--- config.mk ---
export PLATFORM = sky130hd
export DESIGN_NAME = fetch_stage
export DESIGN_NICKNAME = d
export VERILOG_FILES = /design/src/rtl/proj_pkg.sv /design/src/rtl/pipe_reg.sv /design/src/rtl/fetch_stage.sv
export SDC_FILE = /design/constraint.sdc
export NUM_CORES = 1
export LEC_CHECK = 0
export BUFFER_PORTS_ARGS = -buffer_cell sky130_fd_sc_hd__buf_2
export CAP_MARGIN = 20
export CORE_ASPECT_RATIO = 0.9
export CORE_MARGIN = 2
export CORE_UTILIZATION = 40
export DETAILED_ROUTE_END_ITERATION = 7
export PLACE_DENSITY = 0.65
export SYNTH_ARGS = -nofsm -noshare
export SYNTH_HDL_FRONTEND = slang
export SYNTH_SLANG_ARGS = --single-unit
--- constraint.sdc ---
create_clock -name clk -period 6.1 [get_ports clk]
set_clock_uncertainty 0.1 [all_clocks]
set_input_delay 0.61 -clock clk [delete_from_list [all_inputs] [get_ports clk]]
set_output_delay 0.61 -clock clk [all_outputs]
set_load 0.02 [all_outputs]
--- src/rtl/proj_pkg.sv ---
`default_nettype none
// ============================================================================
//  Module      : proj_pkg
//  Description : Shared types and default constants for the front-end pipeline.
//  Revision    : 1.0 - initial release
// ============================================================================

package proj_pkg;

    typedef enum logic [0:0] {
        FETCH = 1'b0,
        WAIT  = 1'b1
    } fetch_state_e;

    localparam logic [31:0] RESET_PC_DEF = 32'h0000_0000;
    localparam int unsigned INC_DEF      = 4;

    // Next value of a saturating up-counter of up to 32 bits.
    function automatic logic [31:0] sat_inc32(input logic [31:0] value,
                                              input logic [31:0] max_value);
        return (value >= max_value) ? max_value : value + 32'd1;
    endfunction

endpackage

`default_nettype wire

--- src/rtl/pipe_reg.sv ---
`default_nettype none
// ============================================================================
//  Module      : pipe_reg
//  Description : Generic pipeline register with load enable and synchronous clear.
//  Revision    : 1.0 - initial release
// ============================================================================

module pipe_reg #(
    parameter int unsigned WIDTH = 32
) (
    input  logic             clk,
    input  logic             rst,
    input  logic             en_i,
    input  logic             clr_i,
    input  logic [WIDTH-1:0] d_i,
    output logic [WIDTH-1:0] q_o
);

    logic [WIDTH-1:0] data_q;

    // Clear wins over load so a squash can never be overwritten in the same cycle.
    always_ff @(posedge clk or posedge rst) begin
        if (rst) begin
            data_q <= '0;
        end else if (clr_i) begin
            data_q <= '0;
        end else if (en_i) begin
            data_q <= d_i;
        end
    end

    assign q_o = data_q;

endmodule

`default_nettype wire

--- src/rtl/fetch_stage.sv ---
`default_nettype none
// ============================================================================
//  Module      : fetch_stage
//  Description : Instruction fetch: PC, next-PC selection, IF/ID register and
//                fetch/bubble performance counters.
//  Revision    : 1.0 - initial release
// ============================================================================

module fetch_stage
    import proj_pkg::*;
#(
    parameter int unsigned        ADDR_W   = 32,
    parameter int unsigned        DATA_W   = 32,
    parameter logic [ADDR_W-1:0]  RESET_PC = ADDR_W'(RESET_PC_DEF),
    parameter int unsigned        INC      = INC_DEF,
    parameter int unsigned        CNT_W    = 16
) (
    input  logic              clk,
    input  logic              rst,
    output logic [ADDR_W-1:0] inst_addr,
    input  logic [DATA_W-1:0] instr,
    input  logic              imem_valid,
    input  logic              stall,
    input  logic              flush,
    input  logic              jump,
    input  logic [ADDR_W-1:0] jump_target,
    input  logic              branch_taken,
    input  logic [ADDR_W-1:0] branch_target,
    output logic [ADDR_W-1:0] if_id_pc,
    output logic [ADDR_W-1:0] if_id_pc_next,
    output logic [DATA_W-1:0] if_id_instr,
    output logic              if_id_valid,
    output logic              misalign,
    output logic [CNT_W-1:0]  fetch_count,
    output logic [CNT_W-1:0]  bubble_count
);

    localparam logic [ADDR_W-1:0] C_INC      = ADDR_W'(INC);
    localparam logic [ADDR_W-1:0] C_LOW_MASK = ADDR_W'(INC - 1);
    localparam int unsigned       C_IFID_W   = 2 * ADDR_W + DATA_W + 1;
    localparam logic [CNT_W-1:0]  C_CNT_ONE  = CNT_W'(1);
    localparam logic [CNT_W-1:0]  C_CNT_MAX  = '1;

    fetch_state_e        state_q;
    logic [ADDR_W-1:0]   pc_q,         pc_d;
    logic                misalign_q,   misalign_d;
    logic [CNT_W-1:0]    fetch_cnt_q,  fetch_cnt_d;
    logic [CNT_W-1:0]    bubble_cnt_q, bubble_cnt_d;

    logic                w_redirect;
    logic [ADDR_W-1:0]   w_target;
    logic [ADDR_W-1:0]   w_target_aligned;
    logic                w_target_misaligned;
    logic [ADDR_W-1:0]   w_pc_inc;
    logic                w_pc_advance;
    logic                w_load;
    logic                w_bubble;
    logic [C_IFID_W-1:0] w_ifid_d;
    logic [C_IFID_W-1:0] w_ifid_q;

    assign w_redirect          = jump | branch_taken;
    assign w_target            = jump ? jump_target : branch_target;
    assign w_target_aligned    = w_target & ~C_LOW_MASK;
    assign w_target_misaligned = |(w_target & C_LOW_MASK);
    assign w_pc_inc            = pc_q + C_INC;

    // Redirect outranks stall; stall outranks flush and memory wait.
    assign w_pc_advance = !w_redirect && !stall && imem_valid;
    assign w_load       = !w_redirect && !stall && !flush && imem_valid;
    assign w_bubble     = w_redirect || flush || (!stall && !imem_valid);

    always_comb begin
        pc_d         = pc_q;
        misalign_d   = misalign_q;
        fetch_cnt_d  = fetch_cnt_q;
        bubble_cnt_d = bubble_cnt_q;

        if (w_redirect) begin
            pc_d       = w_target_aligned;
            misalign_d = misalign_q | w_target_misaligned;
        end else if (w_pc_advance) begin
            pc_d = w_pc_inc;
        end

        if (w_load && (fetch_cnt_q != C_CNT_MAX)) begin
            fetch_cnt_d = fetch_cnt_q + C_CNT_ONE;
        end
        if (w_bubble && (bubble_cnt_q != C_CNT_MAX)) begin
            bubble_cnt_d = bubble_cnt_q + C_CNT_ONE;
        end
    end

    always_ff @(posedge clk or posedge rst) begin
        if (rst) begin
            pc_q         <= RESET_PC;
            misalign_q   <= 1'b0;
            fetch_cnt_q  <= '0;
            bubble_cnt_q <= '0;
        end else begin
            pc_q         <= pc_d;
            misalign_q   <= misalign_d;
            fetch_cnt_q  <= fetch_cnt_d;
            bubble_cnt_q <= bubble_cnt_d;
        end
    end

    // Fetch state tracks whether the last cycle was starved by memory.
    always_ff @(posedge clk or posedge rst) begin
        if (rst) begin
            state_q <= FETCH;
        end else begin
            case (state_q)
                FETCH: begin
                    if (!w_redirect && !stall && !imem_valid) begin
                        state_q <= WAIT;
                    end
                end
                WAIT: begin
                    if (w_redirect || (!stall && imem_valid)) begin
                        state_q <= FETCH;
                    end
                end
            endcase
        end
    end

    assign w_ifid_d = {pc_q, w_pc_inc, instr, 1'b1};

    pipe_reg #(
        .WIDTH (C_IFID_W)
    ) u_if_id (
        .clk   (clk),
        .rst   (rst),
        .en_i  (w_load),
        .clr_i (w_bubble),
        .d_i   (w_ifid_d),
        .q_o   (w_ifid_q)
    );

    assign {if_id_pc, if_id_pc_next, if_id_instr, if_id_valid} = w_ifid_q;

    assign inst_addr    = pc_q;
    assign misalign     = misalign_q;
    assign fetch_count  = fetch_cnt_q;
    assign bubble_count = bubble_cnt_q;

endmodule

`default_nettype wire

==> results.py <==
metrics = {
    "placed_design": {
        "dpl-instance-area_um2": 8930,
        "gp_congestion": 0.783,
        "io_buffers": 258,
        "hpwlAfterDp_mm": 15.5,
        "dp_slack_ns": 3.14,
    },
    "synthesis": {
        "synth_cell_types": 60,
        "syn_area_per_cell_um2": 9.89,
        "synth_edf_count": 0,
        "synthSimpleGateAreaFrac": 0.166,
        "yosysWarnings": 0,
        "synth_area_um2": 7500,
        "synth_top_area_frac": 0.521,
        "synthAdderAreaFrac": 0.00501,
        "synthFlopType": "dfrtp_1",
        "syn_inst": 758,
        "yosys_register_bits": 156,
        "synth_compound_area_frac": 0.188,
        "synth_area_leaders": "dfrtp_1 (52%), nand2_1 (6.4%), a22o_1 (5.3%), a21oi_1 (3.9%), xor2_1 (3.7%)",
        "seq_area_frac_synth": 0.521,
        "synth_top_family_by_area": "compound AO/OA/AOI/OAI gates",
        "synth_xor_area_frac": 0.0654,
        "synth.area.mux_share": 0.0100,
        "synth_area_leader_cell": "dfrtp_1",
        "synthArstFlopShare": 1.00,
    },
    "grt": {
        "grt_max_degree": 99,
        "antenna_found_initial": 1,
        "grt_pass1_vias": 6289,
        "grt_pass1_wl_mm": 35.0,
        "grt.total_usage": 0.227,
        "busiest_layer": "met2",
        "grtUsageMet3": 0.0551,
        "grt.overflow.total": 0,
        "met2_usage": 0.365,
        "grt_util_met1": 0.307,
    },
    "sta": {
        "slew-limit-headroom": 0.263,
        "tns_ns": 0,
        "worst_pin_slew_ns": 1.10,
        "finalCritPeriodShare": 0.476,
        "finalWorstSetupSlack_ns": 3.19,
        "setup_viol": 0,
        "report.final.hold_viol_count": 0,
        "rsz0062_at_grt": "false",
        "slew_violations": 0,
        "fmax_mhz": 344,
        "fin_crit_ns": 2.91,
    },
    "worst_setup_path": {
        "crit_start": "inst_addr[2]",
        "cp-start-kind": "flop",
        "cp.required_ns": 6.29,
        "path_class": "flop to flop",
        "arrival_ns": 3.10,
        "crit_fanout": 11,
        "worstSetupEndpointType": "flop",
        "rr_startpoint": "inst_addr[2]",
    },
    "floorplan": {
        "io_pins": 265,
        "coreArea_um2": 18400,
        "die_w_um": 148,
        "start_util": 0.407,
        "die_y_um": 134,
        "placementRows": 47,
        "die-area_um2": 19900,
    },
    "cells_and_area": {
        "diodes": 0,
        "drive_above_1_share": 0.329,
        "area_growth_pct": 26.9,
        "fin_util": 0.517,
        "final_cell_mix": "buf_2 (258), dfrtp_1 (156), nand2_1 (127), a21oi_1 (58), a22o_1 (45)",
        "final_area_um2": 9520,
        "layout_commonest_cell": "buf_2",
        "nets": 1096,
    },
    "cts": {
        "cts_resized": 0,
        "clock_latency_ns": 0.42,
        "clkSinkCount": 156,
        "cts_tree": "done",
        "post_cts_buffers": 0,
        "clockRootBuffer": "clkbuf_16",
        "cts_buffers": 17,
        "htree_levels": 4,
        "cts_buffer_depth": 2,
        "path_clk_slew_ns": 0.06,
        "postCtsHoldBufs": 0,
    },
    "power": {
        "p_per_area_nw_per_um2": 277,
        "ir_drop_uv": 195,
        "power.total_mw": 2.64,
        "p_leak_nw": 4.75,
    },
    "detailed_routing": {
        "wl_per_cell_um": 17.9,
        "drt_iter0_drc": 407,
        "dr.pass1.iters": 5,
        "via_per_inst": 5.34,
        "wirelength_mm": 22.3,
        "ant_nets": 0,
        "dr_total_vias": 6655,
        "drc_errors": 0,
    },
    "run": {
        "drv_cap": 0,
    },
    "hold_path": {
        "hold_path.class": "input pin to async pin",
    },
    "outcome": {
        "status": "finished, final reports clean",
    },
}
-- path summary, 6_finish.rpt --
check | slack (ns) | endpoint | depth (start not counted)
max reg2reg | 3.19 | inst_addr[24] | 6
min in group clk | 0.30 | u_if_id.q_o[23] | 2
min reg2reg | 0.38 | u_if_id.q_o[51] | 2
min | 0.27 | bubble_count[3] | 2
max in group asynchronous | 4.28 | u_if_id.q_o[2] | 3
max | 3.19 | inst_addr[24] | 6
-- area by class of cell --
type                       instances  area [um2]
timing repair buffer             268        1370
inverter                          17        68.8
sequential                       156        3900
tap                              245         307
clock inverter                    14         146
fill                            1696        8890
multi-input combinational        530        3300
clock buffer                      17         425
-- registers in the layout, summed over array words and instances, names as in the netlist --
register and flops:
fetch_count 16, misalign 1, bubble_count 16, u_if_id.q_o 93, inst_addr 30
-- cells by family after synthesis --
| kind of cell | Yosys count |
|---|---|
| AO/OA/AOI/OAI | 214 |
| XOR/XNOR | 56 |
| adder cells (fa/ha/maj) | 3 |
| buffers and inverters | 77 |
| flip-flops | 156 |
| multiplexers | 7 |
| other | 1 |
| AND/OR/NAND/NOR | 244 |
-- through the flow --
stage / std cells / hold WS (ns)
floorplan: 763 / 0.490
global placement: 1215 / 0.360
detailed placement: 1215 / 0.365
CTS: 1246 / 0.284
global route: 1247 / 0.284
finish: 1247 / 0.272
-- routing by layer --
layer,wire [um],up-vias,share of wire
met5,13,-,0.00058
li1,-,3143,-
met2,10400,269,0.47
met3,1680,28,0.075
met1,9900,3213,0.44
met4,328,2,0.015
-- power by group --
| group | switching [mW] | leakage (nW) | internal [mW] |
|---|---|---|---|
| combinational | 0.243 | 2.35 | 0.159 |
| sequential | 0.108 | 2.11 | 1.10 |
| clock | 0.434 | 0.281 | 0.601 |
| total | 0.785 | 4.75 | 1.86 |
-- cells in the mapped netlist (all sizes together), types with 3 or more instances --
cell and n:
a211oi 3, a21oi 58, a221oi 3, a22o 45, a22oi 18, a2bb2oi 13, a31oi 7, and3 4
and4 7, buf 28, clkbuf 32, dfrtp 156, ha 3, inv 17, mux2 4, mux2i 3
nand2 128, nand3 18, nand4 25, nor2 29, nor3 10, nor4 8, o21ai 55, or2 3
xnor2 24, xor2 32
-- critical path: stages (launching register included) --
cell and delay [ns]:
dfrtp_1 0.49, ha_1 0.37, nand4_1 0.22, nor4_2 0.99, nand4_1 0.29, o21ai_0 0.23
a2bb2oi_1 0.08
Note: power is estimated with default switching activity, not from simulation.
